<file path="config.mk">
export PLATFORM = sky130hd
export DESIGN_NAME = alu_seq_unit
export DESIGN_NICKNAME = d
export VERILOG_FILES = /design/src/rtl/alu_seq_unit.sv
export SDC_FILE = /design/constraint.sdc
export NUM_CORES = 1
export LEC_CHECK = 0
export CORE_ASPECT_RATIO = 0.5
export CORE_MARGIN = 2
export CORE_UTILIZATION = 50
export DETAILED_ROUTE_END_ITERATION = 8
export PLACE_DENSITY = 0.77
export SYNTH_ARGS = -nofsm -noshare
export SYNTH_HDL_FRONTEND = slang
export SYNTH_SLANG_ARGS = --single-unit
</file>
<file path="constraint.sdc">
create_clock -name clk -period 2.7 [get_ports clk]
set_input_delay 0.27 -clock clk [delete_from_list [all_inputs] [get_ports clk]]
set_output_delay 0.27 -clock clk [all_outputs]
set_load 0.01 [all_outputs]
</file>
<file path="src/rtl/alu_seq_unit.sv">
// rtl/alu_seq_unit.sv - handshaked ALU front end with iterative shift-add MUL
// Define ALU_SEQ_MUL_EN to build the MUL state; otherwise opcode 6 is reported as illegal.
module alu_seq_unit #(
  parameter int N = 32
) (
  input  logic         clk,
  input  logic         rst,
  input  logic         req_valid,
  output logic         req_ready,
  input  logic [3:0]   req_opcode,
  input  logic [N-1:0] req_op_a,
  input  logic [N-1:0] req_op_b,
  output logic         rsp_valid,
  input  logic         rsp_ready,
  output logic [N-1:0] rsp_result,
  output logic         rsp_err,
  output logic         busy
);

  localparam logic [3:0] OP_ADD  = 4'd0;
  localparam logic [3:0] OP_LESS = 4'd1;
  localparam logic [3:0] OP_EQ   = 4'd2;
  localparam logic [3:0] OP_OR   = 4'd3;
  localparam logic [3:0] OP_AND  = 4'd4;
  localparam logic [3:0] OP_NOT  = 4'd5;
  localparam logic [3:0] OP_MUL  = 4'd6;
  localparam logic [3:0] OP_SHR  = 4'd7;
  localparam logic [3:0] OP_SHL  = 4'd8;

  typedef enum logic [1:0] {
    IDLE = 2'd0,
`ifdef ALU_SEQ_MUL_EN
    MUL  = 2'd1,
`endif
    RESP = 2'd2
  } state_t;

  state_t state, state_d;

  logic         accept;
  logic         is_mul;
  logic [N-1:0] alu_res;
  logic         alu_err;
  logic [N-1:0] result_q;
  logic         err_q;

  assign accept     = req_valid && (state == IDLE);
  assign req_ready  = (state == IDLE);
  assign rsp_valid  = (state == RESP);
  assign busy       = (state != IDLE);
  assign rsp_result = result_q;
  assign rsp_err    = err_q;

`ifdef ALU_SEQ_MUL_EN
  localparam int CW = $clog2(N + 1);

  logic [N-1:0]  acc, acc_next, mcand, mplier;
  logic [CW-1:0] cnt;

  assign is_mul   = (req_opcode == OP_MUL);
  assign acc_next = mplier[0] ? (acc + mcand) : acc;
`else
  assign is_mul = 1'b0;
`endif

  // Single-cycle operations; MUL is only evaluated here when it is not built.
  always_comb begin
    alu_res = '0;
    alu_err = 1'b0;
    case (req_opcode)
      OP_ADD:  alu_res = req_op_a + req_op_b;
      OP_LESS: alu_res = {{(N-1){1'b0}}, (req_op_a < req_op_b)};
      OP_EQ:   alu_res = {{(N-1){1'b0}}, (req_op_a == req_op_b)};
      OP_OR:   alu_res = req_op_a | req_op_b;
      OP_AND:  alu_res = req_op_a & req_op_b;
      OP_NOT:  alu_res = ~req_op_a;
`ifdef ALU_SEQ_MUL_EN
      OP_MUL:  alu_res = '0;
`endif
      OP_SHR:  alu_res = req_op_a >> 1;
      OP_SHL:  alu_res = req_op_a << 1;
      default: alu_err = 1'b1;
    endcase
  end

  always_ff @(posedge clk or posedge rst) begin
    if (rst) state <= IDLE;
    else     state <= state_d;
  end

  always_comb begin
    state_d = state;
    case (state)
`ifdef ALU_SEQ_MUL_EN
      IDLE: if (accept) state_d = is_mul ? MUL : RESP;
      MUL:  if (cnt == CW'(1)) state_d = RESP;
`else
      IDLE: if (accept) state_d = RESP;
`endif
      RESP: if (rsp_ready) state_d = IDLE;
      default: state_d = IDLE;
    endcase
  end

  // Result/err are written only at accept or MUL completion, so they hold during RESP.
  always_ff @(posedge clk or posedge rst) begin
    if (rst) begin
      result_q <= '0;
      err_q    <= 1'b0;
    end else if (accept && !is_mul) begin
      result_q <= alu_res;
      err_q    <= alu_err;
    end
`ifdef ALU_SEQ_MUL_EN
    else if (accept && is_mul) begin
      err_q <= 1'b0;
    end else if ((state == MUL) && (cnt == CW'(1))) begin
      result_q <= acc_next;
    end
`endif
  end

`ifdef ALU_SEQ_MUL_EN
  always_ff @(posedge clk or posedge rst) begin
    if (rst) begin
      acc    <= '0;
      mcand  <= '0;
      mplier <= '0;
      cnt    <= '0;
    end else if (accept && is_mul) begin
      acc    <= '0;
      mcand  <= req_op_a;
      mplier <= req_op_b;
      cnt    <= CW'(N);
    end else if (state == MUL) begin
      acc    <= acc_next;
      mcand  <= mcand << 1;
      mplier <= mplier >> 1;
      cnt    <= cnt - CW'(1);
    end
  end
`endif

endmodule

</file>
# Word level (Yosys, flattened, before mapping)
# Index checks and enable logic that the tools add are counted.
# word_totals
regBits,35
in_bits,72
output_inout_bits,36
wordCells,30
# op_classes
add_sub_neg,1
order_cmp,1
n_eq_ne,11
muxes,5
bitwise,3
n_reduce_logical,6
# ops
cell,n
$pmux 32 s8,1
$add 32x32->32,1
$and 32x32->32,1
$eq 32x32->1,1
$lt 32x32->1,1
$not 32->32,1
$or 32x32->32,1
$eq 4x3->1 const B,3
$eq 4x2->1 const B,2
$reduce_or 8->1,1
$eq 4x1->1 const B,1
$eq 4x4->1 const B,1
$logic_not 4->1,1
$mux 2,2
$ne 2x1->1 const B,2
$pmux 2 s2,1
$eq 2x2->1 const B,1
$logic_not 2->1,1
$reduce_and 2->1,1
$reduce_bool 2->1,1
$logic_and 1x1->1,1
$mux 1,1

# Depth between registers and ports, before layout
# logic_depth
depth_word,4
ltp_mapped,10

# Worst setup path before layout
# Ideal clock, no wire load.
# synth_timing
path_type,in2reg
from,input port req_op_a[0]
to,"register result_q[30], in the netlist rsp_result[30]"
setup_time_ns,0.070
t_arrival_ns,2.451
setup_slack_ns,0.180
path_stages,10
path_buffers,0
path_cell_list,ha_1 > inv_1 > fa_1 > and2b_1 > o211ai_1 > a31o_1 > o31ai_4 > a31oi_1 > or4_1 > nand3_1
# synth_between
elab_chain_len,2
# synth_lines
element,line,source
start: declaration,11,"input logic [N-1:0] req_op_a,"
$add 32x32->32,71,OP_ADD: alu_res = req_op_a + req_op_b;
$pmux 32 s8,70,case (req_opcode)
end signal: assignment,111,result_q <= alu_res;
end: declaration,44,logic [N-1:0] result_q;
# No other way between the ends.
# A chain may end at the register's enable or synchronous reset.

# Final worst setup path
# layout_timing
from,input port req_op_a[20]
to,"register result_q[0], in the netlist rsp_result[0]"
# layout_between
elab_chain_len,2
# layout_lines
element,line
$lt 32x32->1 or $eq 32x32->1 (tied branches),"72, 73"
$pmux 32 s8 (*),70
# Mark *: on every way between the ends. The rest lies on a longest branch, timed or not.

==> results.rst <==
.. list-table::
   :header-rows: 1

   * - Metric
     - Value
   * - Number of port buffers
     - between 100 and 150
   * - Type of the setup path with the least slack
     - primary input to register
   * - Startpoint type of the worst setup path
     - primary input
   * - Final nets
     - 1,195
   * - Ys Warns
     - 0
   * - CTS tree
     - done
   * - Cell Area, Synth
     - 5590 um2
   * - Worst IR Drop VDD
     - 0.000216 V
   * - Leftover overflow at the end of global routing
     - 0
   * - Placed cells
     - 1,160
   * - Leading cell types by total area after synthesis
     - sky130_fd_sc_hd__ha_1 21%, sky130_fd_sc_hd__dfrtp_1 15%, sky130_fd_sc_hd__a21oi_1 11%
   * - Sum of negative setup slack
     - -75.1 ps
   * - R2r endpoint
     - rsp_result[0]
   * - Detailed Place HPWL
     - about 17,000 um
   * - Layout cells sized above 1
     - 21.9%
   * - Register-to-register setup slack
     - 820 ps
   * - Layout Cells excl Fill
     - between 1,000 and 1,500
   * - Worst Path Max Fanout
     - 2
   * - Clock Sinks
     - 34
   * - Syn Area/Cell
     - just over 7 um2
   * - Number of top-level design ports
     - around 110
   * - Die W
     - between 150 and 200 um
   * - Iteration-0 DRC Markers
     - about 640
   * - Static leakage
     - a little under 4 nW
   * - Initial core utilization
     - about half
   * - Max capacitance violation total
     - 0
   * - Initial DRT Pass Iterations
     - 5
   * - Asr flop ratio synth
     - between 90% and 100%
   * - Clock latency at the later pin of the worst-skew pair
     - 290 ps
   * - Total number of placement rows
     - 27
   * - Weighted congestion at the end of routability-driven global placement
     - between 0.9 and 1
   * - Cell-by-cell trace of the critical path
     - clkdlybuf4s50_1, inv_1, ha_1, nor4_1, nand4_1, nor2_1, a21boi_0, buf_4, a2111o_1, o21ai_0
   * - Worst setup EP type
     - register
   * - Clock transition at the register clock pins on the worst setup and hold paths after CTS
     - approximately 60 ps
   * - Maximum clock frequency
     - roughly 0.36 GHz
   * - Number of flops mapped to enable cells by yosys
     - 0
   * - Synth Flop Type
     - sky130_fd_sc_hd__dfrtp_1
   * - Top cell type's share of synthesized area
     - 21.5%
   * - Worst setup slack after layout
     - -75.1 ps
   * - Final routed wirelength across all metal layers
     - 21,800 um
   * - Final Max Slew Viols
     - 0
   * - Nets in the synthesized netlist
     - 938
   * - Number of nets with antenna violations after detailed routing
     - 0
   * - Arrival time of the worst setup path
     - between 2000 and 3000 ps
   * - Fraction of the cycle the final worst path needs
     - 103%
   * - Length in cells of the worst reg-to-reg path
     - 7
   * - Via count of the first global-routing pass
     - between 6,000 and 7,000
   * - Max Clock Skew
     - 2.77 ps
   * - Number of synthesized register bits
     - 34
   * - Outcome
     - finished with violations
   * - Post-layout min period
     - approximately 2800 ps
   * - Relative slew slack
     - a little under three fifths
   * - Areal power density over the cells
     - between 300 and 400 nW/um2
   * - Total of fill cells in the finished design
     - ~850
   * - Startpoint of the worst setup timing path
     - req_op_a[20]
   * - Setup violators final
     - 1
   * - Count of vias placed by the detailed router
     - approximately 6,900
   * - Pin count of the biggest net entering global routing
     - 35
   * - Number of antenna violations at the first check in global routing
     - 0
   * - Vias per cell
     - approximately 6
   * - Syn Inst Count
     - between 700 and 800
   * - Post-synthesis to final-layout area growth
     - 49.8%
   * - Violations in the final reports
     - negative setup slack
   * - Slowest cell on the critical path
     - sky130_fd_sc_hd__nor4_1
   * - Highest-count cells in the layout ignoring fill and taps
     - 184 x sky130_fd_sc_hd__buf_4, 126 x sky130_fd_sc_hd__a21oi_1, 104 x sky130_fd_sc_hd__clkdlybuf4s50_1
   * - Number of buffers on the longest clock path
     - 2
   * - Hold Violations, Final
     - 0
   * - Root buf cell
     - sky130_fd_sc_hd__clkbuf_16
   * - Overall global routing resource usage
     - between 30% and 40%
   * - Most common cell after layout, fill and taps aside
     - sky130_fd_sc_hd__buf_4
   * - Sequential area share after synthesis
     - around 15%
   * - Termination of the worst setup path
     - rsp_result[0]
   * - Class of the worst hold path
     - primary input to async pin
   * - R2r startpoint
     - state[1]
   * - Post-synthesis cell type count
     - 76
   * - Number of levels the H-tree was split into
     - 2
   * - Drt drc
     - 0
   * - Number of buffers created by CTS
     - 5
   * - Cell accounting for the most synthesized area
     - sky130_fd_sc_hd__ha_1
   * - Total Die Area
     - roughly 12,000 um2
   * - Maximum cell stage delay along the critical path
     - approximately 600 ps
   * - Vertical extent of the die
     - between 70 and 80 um
   * - Pin slew with the least headroom to its limit
     - 654 ps
   * - N_diodes
     - 0
   * - Global-route wire length before repair
     - about 34,000 um
   * - Core footprint
     - ~11,000 um2
   * - Average wire length per cell after detail routing
     - about 19 um
   * - Worst path required time
     - 2860 ps
==> area by class of cell <==
class	count	area (um2)	share of cell area, %
inverters	91	342	4.08
clock inverters	1	5.00	0.0597
flip-flops and latches	34	851	10.2
clock buffers	7	143	1.70
well taps	145	181	2.17
multi-input cells	601	4360	52.0
repair buffers	293	2500	29.8
==> where the power goes <==
part / total (mW) / internal, mW / switching [mW] / leakage (nW)
registers: 0.614 / 0.571 / 0.0428 / 0.458
logic: 1.48 / 0.732 / 0.748 / 3.42
clock network: 0.633 / 0.368 / 0.265 / 0.0739
==> logic make-up (layout without fill, tap and decap cells) <==
family	after synthesis	in the layout	synth area share, %
AND/OR/NAND/NOR	184	184	15.9
multiplexers	4	4	0.738
AO/OA/AOI/OAI	294	294	32.7
flip-flops	34	34	15.2
buffers and inverters	134	392	10.2
XOR/XNOR	22	22	3.45
adder cells (fa/ha/maj)	97	97	21.8
==> sequential cells by signal, indices dropped and copies added, names as in the netlist <==
register / count
rsp_result: 32
state: 1
rsp_err: 1
==> cells in the mapped netlist (all sizes together) (3+ instances only) <==
cell type	instances
a211oi	5
a21boi	3
a21o	3
a21oi	127
a221oi	19
a22oi	8
a31oi	9
buf	16
clkbuf	27
dfrtp	34
ha	96
inv	90
mux2i	3
nand2	46
nand2b	4
nand3	6
nand4	9
nor2	72
nor2b	5
nor3	10
nor4	10
o211ai	5
o21a	7
o21ai	54
o21bai	11
o221ai	7
o22ai	5
o31ai	7
or3	6
xnor2	15
xor2	7
==> per-stage QoR <==
step / cell area [um2] / total power [mW] / hold slack (ps) / worst slack [ps] / utilization [%]
after global placement: 8010 / 1.98 / 464 / -348 / 73.2
after global routing: 8380 / 2.86 / 497 / -18.2 / 76.6
after detailed placement: 8010 / 2.01 / 475 / -427 / 73.2
final: 8380 / 2.73 / 430 / -75.1 / 76.6
after floorplan: 5590 / 1.29 / 366 / 180 / -
after CTS: 8190 / 2.65 / 437 / 17.9 / 74.8
==> per-layer routing <==
| metal | track usage, % | wire length, um | up-vias |
|---|---|---|---|
| li1 | - | - | 3253 |
| met1 | 50.1 | 9820 | 3264 |
| met2 | 54.9 | 9520 | 391 |
| met3 | 5.13 | 2160 | 30 |
| met4 | 6.88 | 255 | 0 |
| met5 | 0 | 0 | - |
==> worst min-delay path by stage <==
stage	from	endpoint	slack, ps	cells after the start
after floorplan	rsp_ready	state[1]	370	1
after detailed placement	rsp_result[5]	rsp_result[5]	480	2
after global placement	rsp_result[1]	rsp_result[1]	460	2
after CTS	rst	rsp_result[10]	440	3
final	rst	rsp_result[9]	430	3
after global routing	rst	state[1]	500	3
==> worst max-delay path, delay by kind of cell <==
family                   cells  cell delay, ps
AND/OR/NAND/NOR              3            1200
buffers and inverters        3             700
AO/OA/AOI/OAI                3             440
adder cells (fa/ha/maj)      1             330
==> timing repair <==
action,in CTS,in global routing
endpoints found under the setup margin,10,16
resized for setup,6,30
buffers inserted,1,3
pin swaps,4,18
hold endpoints to repair,0,0
hold buffers,0,0
Note: power is estimated with default switching activity, not from simulation.
